$ cat src/rtl/sram_sp_be_arbiter.sv
// ---------------------------------------------------------------------------
// sram_sp_be_arbiter
//
// Shares one single-port SRAM with byte/column write enables between two
// requesters (A and B). Each cycle at most one access is granted, either a
// read (wen all zero) or a column-masked write. Arbitration is round-robin,
// and a requester may hold ownership across a locked burst of at most
// MAX_BURST grants. Read data comes back one cycle after the granted read and
// is steered to the requester that issued it.
//
// Ports
//   clk, rst                      clock, synchronous active-high reset
//   a_req/a_lck/a_adr/a_wen/a_wdat  port A request, lock, address, column
//                                   write enables (0 = read), write data
//   a_gnt                          port A access accepted this cycle
//   a_rvld/a_rdat                  port A read data valid / data (0 if idle)
//   b_*                            same set for port B
//   sram_adr/sram_wr_ena/sram_wr_dat/sram_rd_ena  SRAM controls
//   sram_rd_dat                    SRAM read data, valid cycle after rd_ena
// ---------------------------------------------------------------------------
module sram_sp_be_arbiter #(
    parameter int ADR_WD    = 5,
    parameter int DAT_WD    = 8,
    parameter int COL_WD    = 8,
    parameter int MAX_BURST = 4
) (
    input  logic                       clk,
    input  logic                       rst,
    input  logic                       a_req,
    input  logic                       a_lck,
    input  logic [ADR_WD-1:0]          a_adr,
    input  logic [DAT_WD/COL_WD-1:0]   a_wen,
    input  logic [DAT_WD-1:0]          a_wdat,
    output logic                       a_gnt,
    output logic                       a_rvld,
    output logic [DAT_WD-1:0]          a_rdat,
    input  logic                       b_req,
    input  logic                       b_lck,
    input  logic [ADR_WD-1:0]          b_adr,
    input  logic [DAT_WD/COL_WD-1:0]   b_wen,
    input  logic [DAT_WD-1:0]          b_wdat,
    output logic                       b_gnt,
    output logic                       b_rvld,
    output logic [DAT_WD-1:0]          b_rdat,
    output logic [ADR_WD-1:0]          sram_adr,
    output logic [DAT_WD/COL_WD-1:0]   sram_wr_ena,
    output logic [DAT_WD-1:0]          sram_wr_dat,
    output logic                       sram_rd_ena,
    input  logic [DAT_WD-1:0]          sram_rd_dat
);

    localparam int   EN_WD  = DAT_WD / COL_WD;
    localparam int   CNT_WD = (MAX_BURST > 1) ? $clog2(MAX_BURST) : 1;
    localparam logic LAST_A = 1'b0;
    localparam logic LAST_B = 1'b1;

    typedef enum logic [1:0] {
        IDLE,
        OWN_A,
        OWN_B
    } state_t;

    state_t            state, state_nxt;
    logic              last_gnt, last_nxt;
    logic [CNT_WD-1:0] burst_cnt, cnt_nxt;
    logic              a_rvld_q, b_rvld_q;
    logic              pick_a, pick_b;
    int                cnt_plus;
    logic              a_rd, b_rd;

    // State register: ownership, round-robin pointer, burst counter and the
    // one-cycle read-valid flags. Reset makes B the last winner so A takes
    // the first tie.
    always_ff @(posedge clk) begin
        if (rst) begin
            state     <= IDLE;
            last_gnt  <= LAST_B;
            burst_cnt <= '0;
            a_rvld_q  <= 1'b0;
            b_rvld_q  <= 1'b0;
        end else begin
            state     <= state_nxt;
            last_gnt  <= last_nxt;
            burst_cnt <= cnt_nxt;
            a_rvld_q  <= a_rd;
            b_rvld_q  <= b_rd;
        end
    end

    // Grant and next-state logic. An owner that is still requesting keeps the
    // SRAM until it drops the lock or its burst hits MAX_BURST grants. An
    // owner that stops requesting gives up the hold immediately, so this
    // cycle is arbitrated exactly like IDLE.
    always_comb begin
        state_nxt = state;
        last_nxt  = last_gnt;
        cnt_nxt   = burst_cnt;
        a_gnt     = 1'b0;
        b_gnt     = 1'b0;
        pick_a    = 1'b0;
        pick_b    = 1'b0;
        cnt_plus  = int'(burst_cnt) + 1;
        if (!rst) begin
            if (state == OWN_A && a_req) begin
                a_gnt = 1'b1;
                if (a_lck && cnt_plus < MAX_BURST) begin
                    state_nxt = OWN_A;
                    cnt_nxt   = CNT_WD'(cnt_plus);
                end else begin
                    state_nxt = IDLE;
                    cnt_nxt   = '0;
                end
            end else if (state == OWN_B && b_req) begin
                b_gnt = 1'b1;
                if (b_lck && cnt_plus < MAX_BURST) begin
                    state_nxt = OWN_B;
                    cnt_nxt   = CNT_WD'(cnt_plus);
                end else begin
                    state_nxt = IDLE;
                    cnt_nxt   = '0;
                end
            end else begin
                pick_a    = a_req && (!b_req || last_gnt == LAST_B);
                pick_b    = b_req && !pick_a;
                state_nxt = IDLE;
                cnt_nxt   = '0;
                if (pick_a) begin
                    a_gnt = 1'b1;
                    if (a_lck && MAX_BURST > 1) begin
                        state_nxt = OWN_A;
                        cnt_nxt   = CNT_WD'(1);
                    end
                end else if (pick_b) begin
                    b_gnt = 1'b1;
                    if (b_lck && MAX_BURST > 1) begin
                        state_nxt = OWN_B;
                        cnt_nxt   = CNT_WD'(1);
                    end
                end
            end
            if (a_gnt) begin
                last_nxt = LAST_A;
            end else if (b_gnt) begin
                last_nxt = LAST_B;
            end
        end
    end

    // SRAM-side mux: the granted port drives everything, and with no grant
    // every control and data line is held at zero.
    assign a_rd        = a_gnt && (a_wen == '0);
    assign b_rd        = b_gnt && (b_wen == '0);
    assign sram_rd_ena = a_rd || b_rd;
    assign sram_adr    = a_gnt ? a_adr  : (b_gnt ? b_adr  : '0);
    assign sram_wr_dat = a_gnt ? a_wdat : (b_gnt ? b_wdat : '0);
    assign sram_wr_ena = a_gnt ? a_wen  : (b_gnt ? b_wen  : {EN_WD{1'b0}});

    // Return path: the SRAM data lands one cycle after the read and goes to
    // whichever port's read-valid flag is set; the other port sees zero.
    assign a_rvld = a_rvld_q;
    assign b_rvld = b_rvld_q;
    assign a_rdat = a_rvld_q ? sram_rd_dat : '0;
    assign b_rdat = b_rvld_q ? sram_rd_dat : '0;

endmodule

$ cat config.mk
export PLATFORM = sky130hd
export DESIGN_NAME = sram_sp_be_arbiter
export DESIGN_NICKNAME = d
export VERILOG_FILES = /design/src/rtl/sram_sp_be_arbiter.sv
export SDC_FILE = /design/constraint.sdc
export NUM_CORES = 1
export LEC_CHECK = 0
export ABC_AREA = 1
export ABC_CLOCK_PERIOD_IN_PS = 900
export BUFFER_PORTS_ARGS = -buffer_cell sky130_fd_sc_hd__buf_2
export CAP_MARGIN = 0
export CELL_PAD_IN_SITES_DETAIL_PLACEMENT = 0
export CELL_PAD_IN_SITES_GLOBAL_PLACEMENT = 1
export CORE_MARGIN = 2
export CORE_UTILIZATION = 18
export CTS_BUF_LIST = sky130_fd_sc_hd__clkbuf_8 sky130_fd_sc_hd__clkbuf_16
export DETAILED_ROUTE_END_ITERATION = 8
export PLACE_DENSITY = 0.77
export SYNTH_ARGS = -nofsm -noshare
export SYNTH_HDL_FRONTEND = slang
export SYNTH_SLANG_ARGS = --single-unit
$ cat constraint.sdc
create_clock -name clk -period 0.9 [get_ports clk]
set_input_delay 0.09 -clock clk [delete_from_list [all_inputs] [get_ports clk]]
set_output_delay 0.09 -clock clk [all_outputs]
set_load 0.03 [all_outputs]
==> metrics.log <==
INFO  metric vias = 1,225
INFO  metric path_class = reg -> out
INFO  metric cts.clk_slew.worst_paths = about 40 ps
INFO  metric die_x = 68.3 um
INFO  metric worst_hold_path_type = in -> reg
INFO  metric static-leakage-power = 1.05 nW
INFO  metric irDropWorstVdd = between 0.5 and 0.6 mV
INFO  metric antenna_cells = 0
INFO  metric layout_worst_path_cycle_share = 1.54
INFO  metric core_ar = around 0.0040 mm2
INFO  metric via_count_of_the_first_global_routing_pass = roughly 1,100
INFO  metric clock_path_buffers = 2
INFO  metric insertion_delay = roughly 230 ps
INFO  metric worst_pin_slew = 169 ps
INFO  metric cp-start-kind = flip-flop
INFO  metric timing.hold.worst_path_depth = 2
INFO  metric fp.dieArea = approximately 0.0047 mm2
INFO  metric timing.critical_path.slowest_stage_cell = sky130_fd_sc_hd__dfxtp_2
INFO  metric timing.critical_path.slowest_cell_delay = 330 ps
INFO  metric postSynthCellCount = between 100 and 150
INFO  metric start_util = 0.186
INFO  metric min_period = between 1000 and 1500 ps
INFO  metric timing.critical_path.max_delay_family = simple AND/OR/NAND/NOR gates
INFO  metric globalRouteTotalUtil = 0.126
INFO  metric pwr_density_cell = roughly 900 mW/mm2
INFO  metric layout.cells.non_filler = approximately 280
INFO  metric yosys.area_share.xor_xnor = 0
INFO  metric detailedPlacementHpwl = ~2200 um
INFO  metric fin_ws = -486 ps
INFO  metric setup_viol = 42
INFO  metric tritoncts_num_sinks = 7
INFO  metric worst_setup_path_startpoint = last_gnt
INFO  metric post_synth_fa_ha_maj_area_fraction = 0.0168
INFO  metric reg2reg_to = state[1]
INFO  metric result_of_the_run = finished with violations
INFO  metric unrepaired_setup_endpoints_after_global_routing = yes
INFO  metric synthesis.area_per_instance = 5.43 um2
INFO  metric worstPathBufferInverterCount = 2
INFO  metric violations = negative setup slack
INFO  metric drt_iter0_markers = 14
INFO  metric layout.core_utilization = 0.469
INFO  metric final-hold-violation-count = 0
INFO  metric ant_nets = 0
INFO  metric synth_top_family_by_area = simple AND/OR/NAND/NOR gates
INFO  metric synth_seq_area_share = 0.188
INFO  metric postCtsHoldBufs = 0
INFO  metric clock_tree_from_tritoncts = built
INFO  metric required = just over 800 ps
INFO  metric root_buffer = sky130_fd_sc_hd__clkbuf_8
INFO  metric crit_fanout = 9
INFO  metric htree_num_levels = 1
INFO  metric synth_cell_types = 20
INFO  metric grt_antenna_before_repair = 0
INFO  metric via_count_normalized_by_instance_count = ~4.4
INFO  metric global_route.overflow_total = 0
INFO  metric regToRegStartpoint = state[0]
INFO  metric place.detailed.instances = 265
INFO  metric firstDrtPassIters = 3
INFO  metric numCtsBuffers = 3
INFO  metric drive_above_1_share = 0.792
INFO  metric area_growth_syn_to_layout = 152%
INFO  metric io_pins = 77
INFO  metric hold_end = burst_cnt[1]
INFO  metric max-cap-violations = 0
INFO  metric power.total = approximately 1.7 mW
INFO  metric yosysWarningCount = 0
INFO  metric synth.mux.area_fraction = 0
INFO  metric timing.fmax = around 0.72 GHz
INFO  metric io_buffer_count = 76
INFO  metric routed_wl = 3180 um
INFO  metric tns = -10,750 ps
INFO  metric wl_per_cell = between 10 and 15 um
INFO  metric capturing_element_type_of_the_critical_path = output pin
INFO  metric synthesis.nets = 180
INFO  metric grt_start_max_net_pins = 10
INFO  metric timing.reg2reg.setup_slack = -200 ps
INFO  metric critical_path.cell_chain = a21oi_2 -> inv_2 -> nand2_4 -> nand3_1 -> nand2_4 -> buf_6
INFO  metric finalNetCount = between 200 and 300
INFO  metric setup_skew = 0.987 ps
INFO  metric dieHeight = around 68 um
INFO  metric critPathArrivalTime = roughly 1300 ps
INFO  metric routabilityCongestion = ~0.73
INFO  metric post_synth_and_or_nand_nor_area_fraction = 0.563
INFO  metric synth_compound_gate_area_share = 0.0286
INFO  metric timing.slew.headroom = 0.887
INFO  metric ys_seq_elements = 7
INFO  metric detail_route.drc_violations = 0
INFO  metric post_synthesis_cell_area = ~740 um2
INFO  metric final-max-slew-violation-count = 0
INFO  metric path_common_cell = sky130_fd_sc_hd__nand2_4
INFO  metric wire_length_of_the_first_global_routing_pass = 4430 um
INFO  metric fill_count = 400
INFO  metric holdCritStartpoint = rst
INFO  metric worstRegToRegCells = 6
INFO  metric row_count = 23
[routing by layer]
metal,track usage,wire (um)
met5,0,0
met4,0.0375,23
met3,0.0444,264
met2,0.240,1770
met1,0.127,1130
[final cells by class]
cell class	instances	area, um2	area share
Timing Repair Buffer	94	768	0.410
Multi-Input combinational cell	96	731	0.390
Sequential cell	7	154	0.0821
Inverter	30	115	0.0614
Tap cell	50	62.6	0.0334
Clock buffer	3	41.3	0.0220
Clock inverter	1	3.75	0.00200
[state kept, by name (all words and copies together), names as in the netlist]
name	flops
state	2
b_rvld	1
last_gnt	1
burst_cnt	2
a_rvld	1
[layout by cell type, fill, tap and decap left out, drive strengths merged]
master	netlist	layout
nor2	6	6
clkbuf	2	3
dfxtp	7	7
nand3b	1	1
ha	1	1
nand2	47	49
o21ai	1	1
clkinv	1	1
a21boi	1	1
a21oi	1	1
buf	4	94
nand3	36	36
inv	29	30
[worst reg2reg max path, cell delays in order, from the launching register on]
cell	delay [ps]
sky130_fd_sc_hd__dfxtp_2	330
sky130_fd_sc_hd__nand2_2	60
sky130_fd_sc_hd__nor2_4	130
sky130_fd_sc_hd__nor2_4	70
sky130_fd_sc_hd__buf_6	140
sky130_fd_sc_hd__buf_6	120
sky130_fd_sc_hd__a21boi_2	140
[cells in the mapped netlist]
cell type                   n  area [um2]
sky130_fd_sc_hd__buf_4      2        15.0
sky130_fd_sc_hd__buf_6      1        11.3
sky130_fd_sc_hd__nand3b_1   1        7.51
sky130_fd_sc_hd__nand3_2    1        10.0
sky130_fd_sc_hd__a21boi_0   1        7.51
sky130_fd_sc_hd__nand2_4    1        11.3
sky130_fd_sc_hd__clkbuf_1   2        7.51
sky130_fd_sc_hd__nor2_4     2        22.5
sky130_fd_sc_hd__a21oi_2    1        8.76
sky130_fd_sc_hd__o21ai_0    1        5.00
sky130_fd_sc_hd__dfxtp_1    7         140
sky130_fd_sc_hd__inv_2      1        3.75
sky130_fd_sc_hd__buf_2      1        5.00
sky130_fd_sc_hd__nand2_2    2        12.5
sky130_fd_sc_hd__nand2_1   44         165
sky130_fd_sc_hd__nor2_1     4        15.0
sky130_fd_sc_hd__ha_1       1        12.5
sky130_fd_sc_hd__nand3_1   35         175
sky130_fd_sc_hd__inv_1     28         105
sky130_fd_sc_hd__clkinv_1   1        3.75
[logic make-up (layout without fill, tap and decap cells)]
group / count (synthesis) / after routing
AND/OR/NAND/NOR: 90 / 92
AO/OA/AOI/OAI: 3 / 3
buffers and inverters: 36 / 128
flip-flops: 7 / 7
adder cells (fa/ha/maj): 1 / 1
[power by group]
group	leakage (nW)	internal, mW	switching [mW]
clock network	0.0269	0.295	0.143
registers	0.0596	0.325	0.0180
logic	0.960	0.395	0.507
[through the flow]
| step | setup WS, ps | hold slack, ps | area, um2 |
|---|---|---|---|
| 2_1_floorplan | -184 | 162 | 925 |
| 3_3_place_gp | -352 | 355 | 1380 |
| 3_5_place_dp | -390 | 358 | 1380 |
| 4_1_cts | -514 | 112 | 1680 |
| 5_1_grt | -569 | 130 | 1880 |
| 6_report | -486 | 115 | 1880 |
[repair_timing]
item | CTS | global route
pin swaps | 7 | 4
endpoints found under the setup margin | 42 | 41
cloned | 2 | 1
gates resized for setup | 78 | 42
buffers inserted | 0 | 9
[worst max path at each step]
stage	endpoint	slack [ps]	cells after the start
2_1_floorplan	sram_adr[3]	-180	6
3_3_place_gp	sram_rd_ena	-350	7
3_5_place_dp	sram_rd_ena	-390	7
4_1_cts	sram_wr_dat[4]	-510	7
5_1_grt	sram_rd_ena	-570	7
6_report	sram_adr[3]	-490	6
Power figures use the tool's default switching activity.
